[config.mk]
export PLATFORM = sky130hd
export DESIGN_NAME = lsu_ahb_master
export DESIGN_NICKNAME = d
export VERILOG_FILES = /design/src/rtl/lsu_ahb_master.sv
export SDC_FILE = /design/constraint.sdc
export NUM_CORES = 1
export LEC_CHECK = 0
export CAP_MARGIN = 15
export CORE_ASPECT_RATIO = 1.2
export CORE_UTILIZATION = 32
export DETAILED_ROUTE_END_ITERATION = 8
export SLEW_MARGIN = 20
export SYNTH_ARGS = -nofsm -noshare
export SYNTH_HDL_FRONTEND = slang
export SYNTH_SLANG_ARGS = --single-unit
[constraint.sdc]
create_clock -name clk -period 2.5 [get_ports clk]
set_input_delay 0.375 -clock clk [delete_from_list [all_inputs] [get_ports clk]]
set_output_delay 0.375 -clock clk [all_outputs]
set_load 0.01 [all_outputs]
[src/rtl/lsu_ahb_master.sv]
// lsu_ahb_master
//   Single-outstanding AHB-Lite master. Converts the core LSU valid/ready
//   request/response handshake into AHB-Lite SINGLE transfers. It steers
//   store data onto the byte lanes, and it extracts and sign/zero-extends
//   load data.
//
// Ports
//   clk, rstn        clock (rising edge), asynchronous active-low reset
//   lsu_req_*        request channel: vld/rdy, wen, rwtyp (RV32I funct3),
//                    addr, wdata (LSB-aligned)
//   lsu_rsp_*        response channel: vld/rdy, rdata (extended), err
//   h*               AHB-Lite master interface (SINGLE, NONSEQ/IDLE only)
module lsu_ahb_master (
    input  logic        clk,
    input  logic        rstn,
    input  logic        lsu_req_vld,
    output logic        lsu_req_rdy,
    input  logic        lsu_req_wen,
    input  logic [2:0]  lsu_req_rwtyp,
    input  logic [31:0] lsu_req_addr,
    input  logic [31:0] lsu_req_wdata,
    output logic        lsu_rsp_vld,
    input  logic        lsu_rsp_rdy,
    output logic [31:0] lsu_rsp_rdata,
    output logic        lsu_rsp_err,
    output logic [31:0] haddr,
    output logic [1:0]  htrans,
    output logic        hwrite,
    output logic [2:0]  hsize,
    output logic [2:0]  hburst,
    output logic [31:0] hwdata,
    input  logic [31:0] hrdata,
    input  logic        hready,
    input  logic        hresp
);

    typedef enum logic [1:0] {IDLE, ADDR, DATA, RESP} state_t;

    state_t      state, state_nxt;
    logic        wen_q;
    logic [2:0]  typ_q;
    logic [31:0] addr_q;
    logic [31:0] wdata_q;
    logic [31:0] rdata_q;
    logic        err_q;

    logic        req_illegal;
    logic [31:0] wdata_rep;
    logic [7:0]  ld_byte;
    logic [15:0] ld_half;
    logic [31:0] load_data;

    // Reserved encodings, and half/word accesses that are not naturally aligned
    always_comb begin
        req_illegal = 1'b0;
        case (lsu_req_rwtyp)
            3'b011, 3'b110, 3'b111: req_illegal = 1'b1;
            3'b001, 3'b101:         req_illegal = lsu_req_addr[0];
            3'b010:                 req_illegal = (lsu_req_addr[1:0] != 2'b00);
            default:                req_illegal = 1'b0;
        endcase
    end

    // Replicate store data so the slave finds it on whichever lane it decodes
    always_comb begin
        wdata_rep = lsu_req_wdata;
        case (lsu_req_rwtyp[1:0])
            2'b00:   wdata_rep = {4{lsu_req_wdata[7:0]}};
            2'b01:   wdata_rep = {2{lsu_req_wdata[15:0]}};
            default: wdata_rep = lsu_req_wdata;
        endcase
    end

    // Select the load lane from the address, then extend; rwtyp[2] marks unsigned
    always_comb begin
        ld_byte = hrdata[7:0];
        case (addr_q[1:0])
            2'b00:   ld_byte = hrdata[7:0];
            2'b01:   ld_byte = hrdata[15:8];
            2'b10:   ld_byte = hrdata[23:16];
            default: ld_byte = hrdata[31:24];
        endcase
        ld_half = addr_q[1] ? hrdata[31:16] : hrdata[15:0];
        case (typ_q[1:0])
            2'b00:   load_data = {{24{ld_byte[7] & ~typ_q[2]}}, ld_byte};
            2'b01:   load_data = {{16{ld_half[15] & ~typ_q[2]}}, ld_half};
            default: load_data = hrdata;
        endcase
    end

    // The hready=0/hresp=1 first error cycle is an ordinary wait in DATA
    always_comb begin
        state_nxt = state;
        case (state)
            IDLE:    if (lsu_req_vld) state_nxt = req_illegal ? RESP : ADDR;
            ADDR:    if (hready)      state_nxt = DATA;
            DATA:    if (hready)      state_nxt = RESP;
            RESP:    if (lsu_rsp_rdy) state_nxt = IDLE;
            default:                  state_nxt = IDLE;
        endcase
    end

    always_ff @(posedge clk or negedge rstn) begin
        if (!rstn) begin
            state <= IDLE;
        end else begin
            state <= state_nxt;
        end
    end

    always_ff @(posedge clk or negedge rstn) begin
        if (!rstn) begin
            wen_q   <= 1'b0;
            typ_q   <= '0;
            addr_q  <= '0;
            wdata_q <= '0;
            rdata_q <= '0;
            err_q   <= 1'b0;
        end else if (state == IDLE && lsu_req_vld) begin
            wen_q   <= lsu_req_wen;
            typ_q   <= lsu_req_rwtyp;
            addr_q  <= lsu_req_addr;
            wdata_q <= wdata_rep;
            rdata_q <= '0;
            err_q   <= req_illegal;
        end else if (state == DATA && hready) begin
            err_q   <= hresp;
            rdata_q <= (hresp || wen_q) ? '0 : load_data;
        end
    end

    // Every output comes from a flop or from the state alone
    assign lsu_req_rdy   = (state == IDLE);
    assign lsu_rsp_vld   = (state == RESP);
    assign lsu_rsp_rdata = rdata_q;
    assign lsu_rsp_err   = err_q;
    assign htrans        = (state == ADDR) ? 2'b10 : 2'b00;
    assign haddr         = addr_q;
    assign hwrite        = wen_q;
    assign hsize         = {1'b0, typ_q[1:0]};
    assign hburst        = '0;
    assign hwdata        = wdata_q;

endmodule

Yosys cells after proc, flatten, opt, wreduce, memory -nomap -nowiden
Index checks and enable logic that the tools add are counted.
{"block": "op_classes", "n_eq_ne": 17, "reduce_logical": 12, "n_bitwise": 3, "n_mux": 17}
{"op": "one-hot mux 32 bit (2 select lines)", "count": 2}
{"op": "2-to-1 mux 32 bit", "count": 3}
{"op": "one-hot mux 8 bit (3 select lines)", "count": 1}
{"op": "2-to-1 mux 16 bit", "count": 1}
{"op": "2-to-1 mux 2 bit", "count": 6}
{"op": "equality test 3 bit, second input constant", "count": 3}
{"op": "equality test 2 x 1 -> 1 bit, second input constant", "count": 4}
{"op": "zero test 2 bit", "count": 4}
{"op": "one-hot mux 2 bit (4 select lines)", "count": 1}
{"op": "equality test 2 bit, second input constant", "count": 3}
{"op": "equality test 3 x 2 -> 1 bit, second input constant", "count": 2}
{"op": "!= test 2 bit, second input constant", "count": 3}
{"op": "AND reduction 4 bit", "count": 1}
{"op": "nonzero test 2 bit", "count": 2}
{"op": "equality test 3 x 1 -> 1 bit, second input constant", "count": 1}
{"op": "one-hot mux 1 bit (3 select lines)", "count": 1}
{"op": "OR reduction 3 bit", "count": 1}
{"op": "AND 1 bit", "count": 2}
{"op": "logical AND 1 bit", "count": 2}
{"op": "2-to-1 mux 1 bit", "count": 2}
{"op": "!= test 2 x 1 -> 1 bit, second input constant", "count": 1}
{"op": "OR reduction 2 bit", "count": 1}
{"op": "logical OR 1 bit", "count": 1}
{"op": "inverter 1 bit", "count": 1}
{"block": "totals", "word_cells": 56, "reg_bits": 103, "inputBits": 106}

Longest topological paths before layout
{"block": "depth", "ltp_word": 7, "depth_mapped": 8, "ltp_nobuf": 6}

Worst setup path before layout
OpenSTA, ideal clock, no wires.
{"block": "synth_path", "kind": "reg-to-reg", "start": "register state[0]", "end": "register rdata_q[28], in the netlist lsu_rsp_rdata[28]", "period_less_slack_ns": 2.013, "arrival_time_ns": 1.946, "required_ns": 2.434, "setup_ns": 0.066, "n_path_buf": 1, "path_stages_with_launch": 8, "path_slack_ns": 0.487, "cell_sequence": "dfrtp_1 inv_1 ha_1 and2_4 or4_4 a211oi_4 buf_6 a221o_1"}
{"block": "synth_via", "elab_chain_cells": 3, "elab_cells_between_ends": 6}
{"element": "start, declared", "line_no": "39", "rtl": "state_t state, state_nxt;"}
{"element": "start signal, assigned", "line_no": "107", "rtl": "state <= state_nxt;"}
{"element": "zero test 2 bit (*)"}
{"element": "net lsu_req_rdy", "line_no": "17", "rtl": "output logic lsu_req_rdy,"}
{"element": "logical AND 1 bit (*)", "line_no": "119", "rtl": "end else if (state == IDLE && lsu_req_vld) begin"}
{"element": "2-to-1 mux 32 bit or nonzero test 2 bit (tied branches)"}
{"element": "end signal, assigned", "line_no": "128", "rtl": "rdata_q <= (hresp || wen_q) ? '0 : load_data;"}
{"element": "end, declared", "line_no": "44", "rtl": "logic [31:0] rdata_q;"}
The timed path passes the listed nets; every way through them passes the cells marked *.
A chain may end at the register's enable or synchronous reset.

Worst setup path in the final report
{"block": "layout_path", "start": "register typ_q[1]", "end": "output hsize[1]"}
{"element": "start, declared", "line_no": "41", "rtl": "logic [2:0] typ_q;"}
{"element": "start signal, assigned", "line_no": "121", "rtl": "typ_q <= lsu_req_rwtyp;"}
{"element": "end, declared", "line_no": "29", "rtl": "output logic [2:0] hsize,"}
No word-level cell between the ends.

==> reports/metrics.cfg <==
[die]
die_area_mm2 = 0.0156
dieHeight_um = 137
start_util_pct = 33.2
rows = 48
dieWidth_um = 114
core_mm2 = 0.0146
ios = 214

[detailed_routing]
drc = 0
routed_wirelength_um = 14500
vias_per_cell = 4.88
drtPass1Iterations = 4
vias = 4061
drt_iter0_markers = 213
detail-route-antenna-nets = 0
wl_per_cell_um = 17.4

[clock_tree]
root_buffer = clkbuf_16
cts-resized-gates = 0
clk_pin_slew_ns = 0.07
cts_hold_buf = 1
numCtsBuffers = 9
clock_path_buffers = 2
cts.sinks = 103
cts_setup_buffers = 0
clk_latency_ns = 0.35
cts_tree = built
h-tree-depth = 3

[yosys]
ys_ff_latch = 103
yosysUniqueCellTypes = 37
synth_edf_count = 0
synth_area_mm2 = 0.00484
synth_top_area_share_pct = 53.3
synth_area_leaders = dfrtp_1, mux2_2, mux2i_1, nand2_1, o21ai_0
seq_area_frac_synth_pct = 53.3
syn_area_per_cell_um2 = 11.5
ys.flop_type = dfrtp_1
yosysWarnings = 0
ys_top_cells_by_count = dfrtp_1, nand2_1, mux2_2
yosysMostFrequentCell = dfrtp_1
async_reset_ff_share_pct = 100
synthCells = 421
yosysTopAreaCell = dfrtp_1

[sta]
tightest_slew_ns = 0.724
finalHoldViolations = 0
tns_ns = 0
fin_crit_sh_pct = 86.3
fmaxAchievable_mhz = 464
fin_skew_ns = 0.00878
fin_crit_ns = 2.16
relSlewSlack_pct = 51.6
rsz0062_at_grt = no
drv_slew = 0
setup_viol = 0

[critical_path]
crit_family = buffers and inverters
path_max_fanout = 11
crit_buf_inv = 2
critPathCaptureType = output pin
crit_chain = buf_4 -> clkdlybuf4s50_1
critical_path_class = flop to output pin
crit_slowest_cell = dfrtp_1
start_kind = flop
crit_required_ns = 2.12
arrival_ns = 1.78
max_stage_delay_ns = 0.63

[run]
maxCapViolations = 0

[placement]
dp_hpwl_um = 10900
place_congestion = 0.804
io_buffers = 208

[pwr]
p_total_mw = 8.47
power_per_cell_area_mw_per_mm2 = 1130
p_leak_nw = 3.19
peakVddDrop_uv = 514

[grt]
first_global_vias = 4340
grt_max_degree = 79
grt_antenna_before_repair = 0
overflow = 0
grt_pass1_wl_um = 22300
grt_use_total_pct = 19.0

[layout]
layout-area-overhead-vs-synth_pct = 54.7
antennaDiodeCount = 0
fin_nets = 737
drive_above_1_share_pct = 14.7
nFillCells = 1321
utilization_pct = 51.3

[run_status]
status = finished clean

[hold_path]
hold_path_class = input port to async pin

-- path summary, 6_finish.rpt --
path                            startpoint                 to  slack, ns  cells after the start
worst min register to register  hwdata[28]         hwdata[28]       0.48                      2
worst max-delay path              typ_q[1]           hsize[1]       0.34                      2
worst min-delay path                  rstn          haddr[31]       0.46                      2
min in group clk                hwdata[28]         hwdata[28]       0.48                      2
max in group asynchronous             rstn   lsu_rsp_rdata[1]       1.28                      3
worst max register to register    state[0]  lsu_rsp_rdata[27]       0.36                      7
-- flip-flops by register name (all words and copies together), names as in the netlist --
register and count:
lsu_rsp_rdata 32, haddr 32, typ_q 3, lsu_rsp_err 1, hwrite 1, state 2, hwdata 32
-- routing by layer --
metal	GRT usage [%]	part of all wire [%]
met4	10.8	3.6
met3	7.62	10
met5	0	0
met1	21.0	39
met2	30.9	47
-- layout make-up --
cell class	instances	area, um2	area share (%)
inverter	5	18.8	0.251
clock buffer	10	239	3.19
tap	200	250	3.34
timing repair buffer	225	2230	29.8
clock inverter	6	66.3	0.886
multi-input combinational	283	2100	28.1
sequential	103	2580	34.4
-- cell families after synthesis --
group,share of synthesized area [%]
buffers and inverters,3.90
and+or+nand+nor,10.1
adders and majority gates,1.03
muxes,18.9
other,0.0775
AOI/OAI and AO/OA,12.7
DFF,53.3
-- report_power, final --
| group | switching [mW] | internal (mW) | leakage (nW) | total (mW) |
|---|---|---|---|---|
| Sequential | 0.498 | 2.41 | 1.30 | 2.91 |
| Clock | 0.652 | 0.810 | 0.153 | 1.46 |
| Combinational | 1.76 | 2.34 | 1.73 | 4.11 |
-- worst reg2reg max path: cells and delay by family, from the launching register on --
family	cells	cell delay, ns
buf+inv	2	0.34
flops	1	0.38
fa+ha+maj	1	0.29
compound gates	2	0.36
simple gates	2	0.71
-- cell usage in the layout (no fill, tap or decap), types with 2 or more instances in the layout --
| cell | instances |
|---|---|
| inv_6 | 2 |
| a32o_1 | 8 |
| inv_1 | 5 |
| buf_4 | 15 |
| nand2b_1 | 19 |
| o21ai_1 | 7 |
| a21oi_1 | 11 |
| buf_12 | 2 |
| nand2_1 | 53 |
| dfrtp_1 | 103 |
| clkbuf_16 | 9 |
| conb_1 | 5 |
| a221o_1 | 15 |
| mux2_2 | 51 |
| nor3_1 | 2 |
| nor2b_1 | 8 |
| o221ai_1 | 2 |
| ha_1 | 4 |
| nor2_1 | 11 |
| a22o_1 | 2 |
| clkinv_2 | 2 |
| o21ai_0 | 35 |
| mux2i_1 | 34 |
| clkdlybuf4s50_1 | 207 |
-- metrics by stage --
step,setup WS (ns),hold slack (ns),cells,area [um2]
global route,0.218,0.489,832,7490
global placement,0.0974,0.308,815,7170
finish,0.343,0.457,832,7490
floorplan,0.487,0.0794,425,4850
CTS,0.319,0.457,832,7490
detailed placement,0.254,0.307,815,7170
Note: power is estimated with default switching activity, not from simulation.
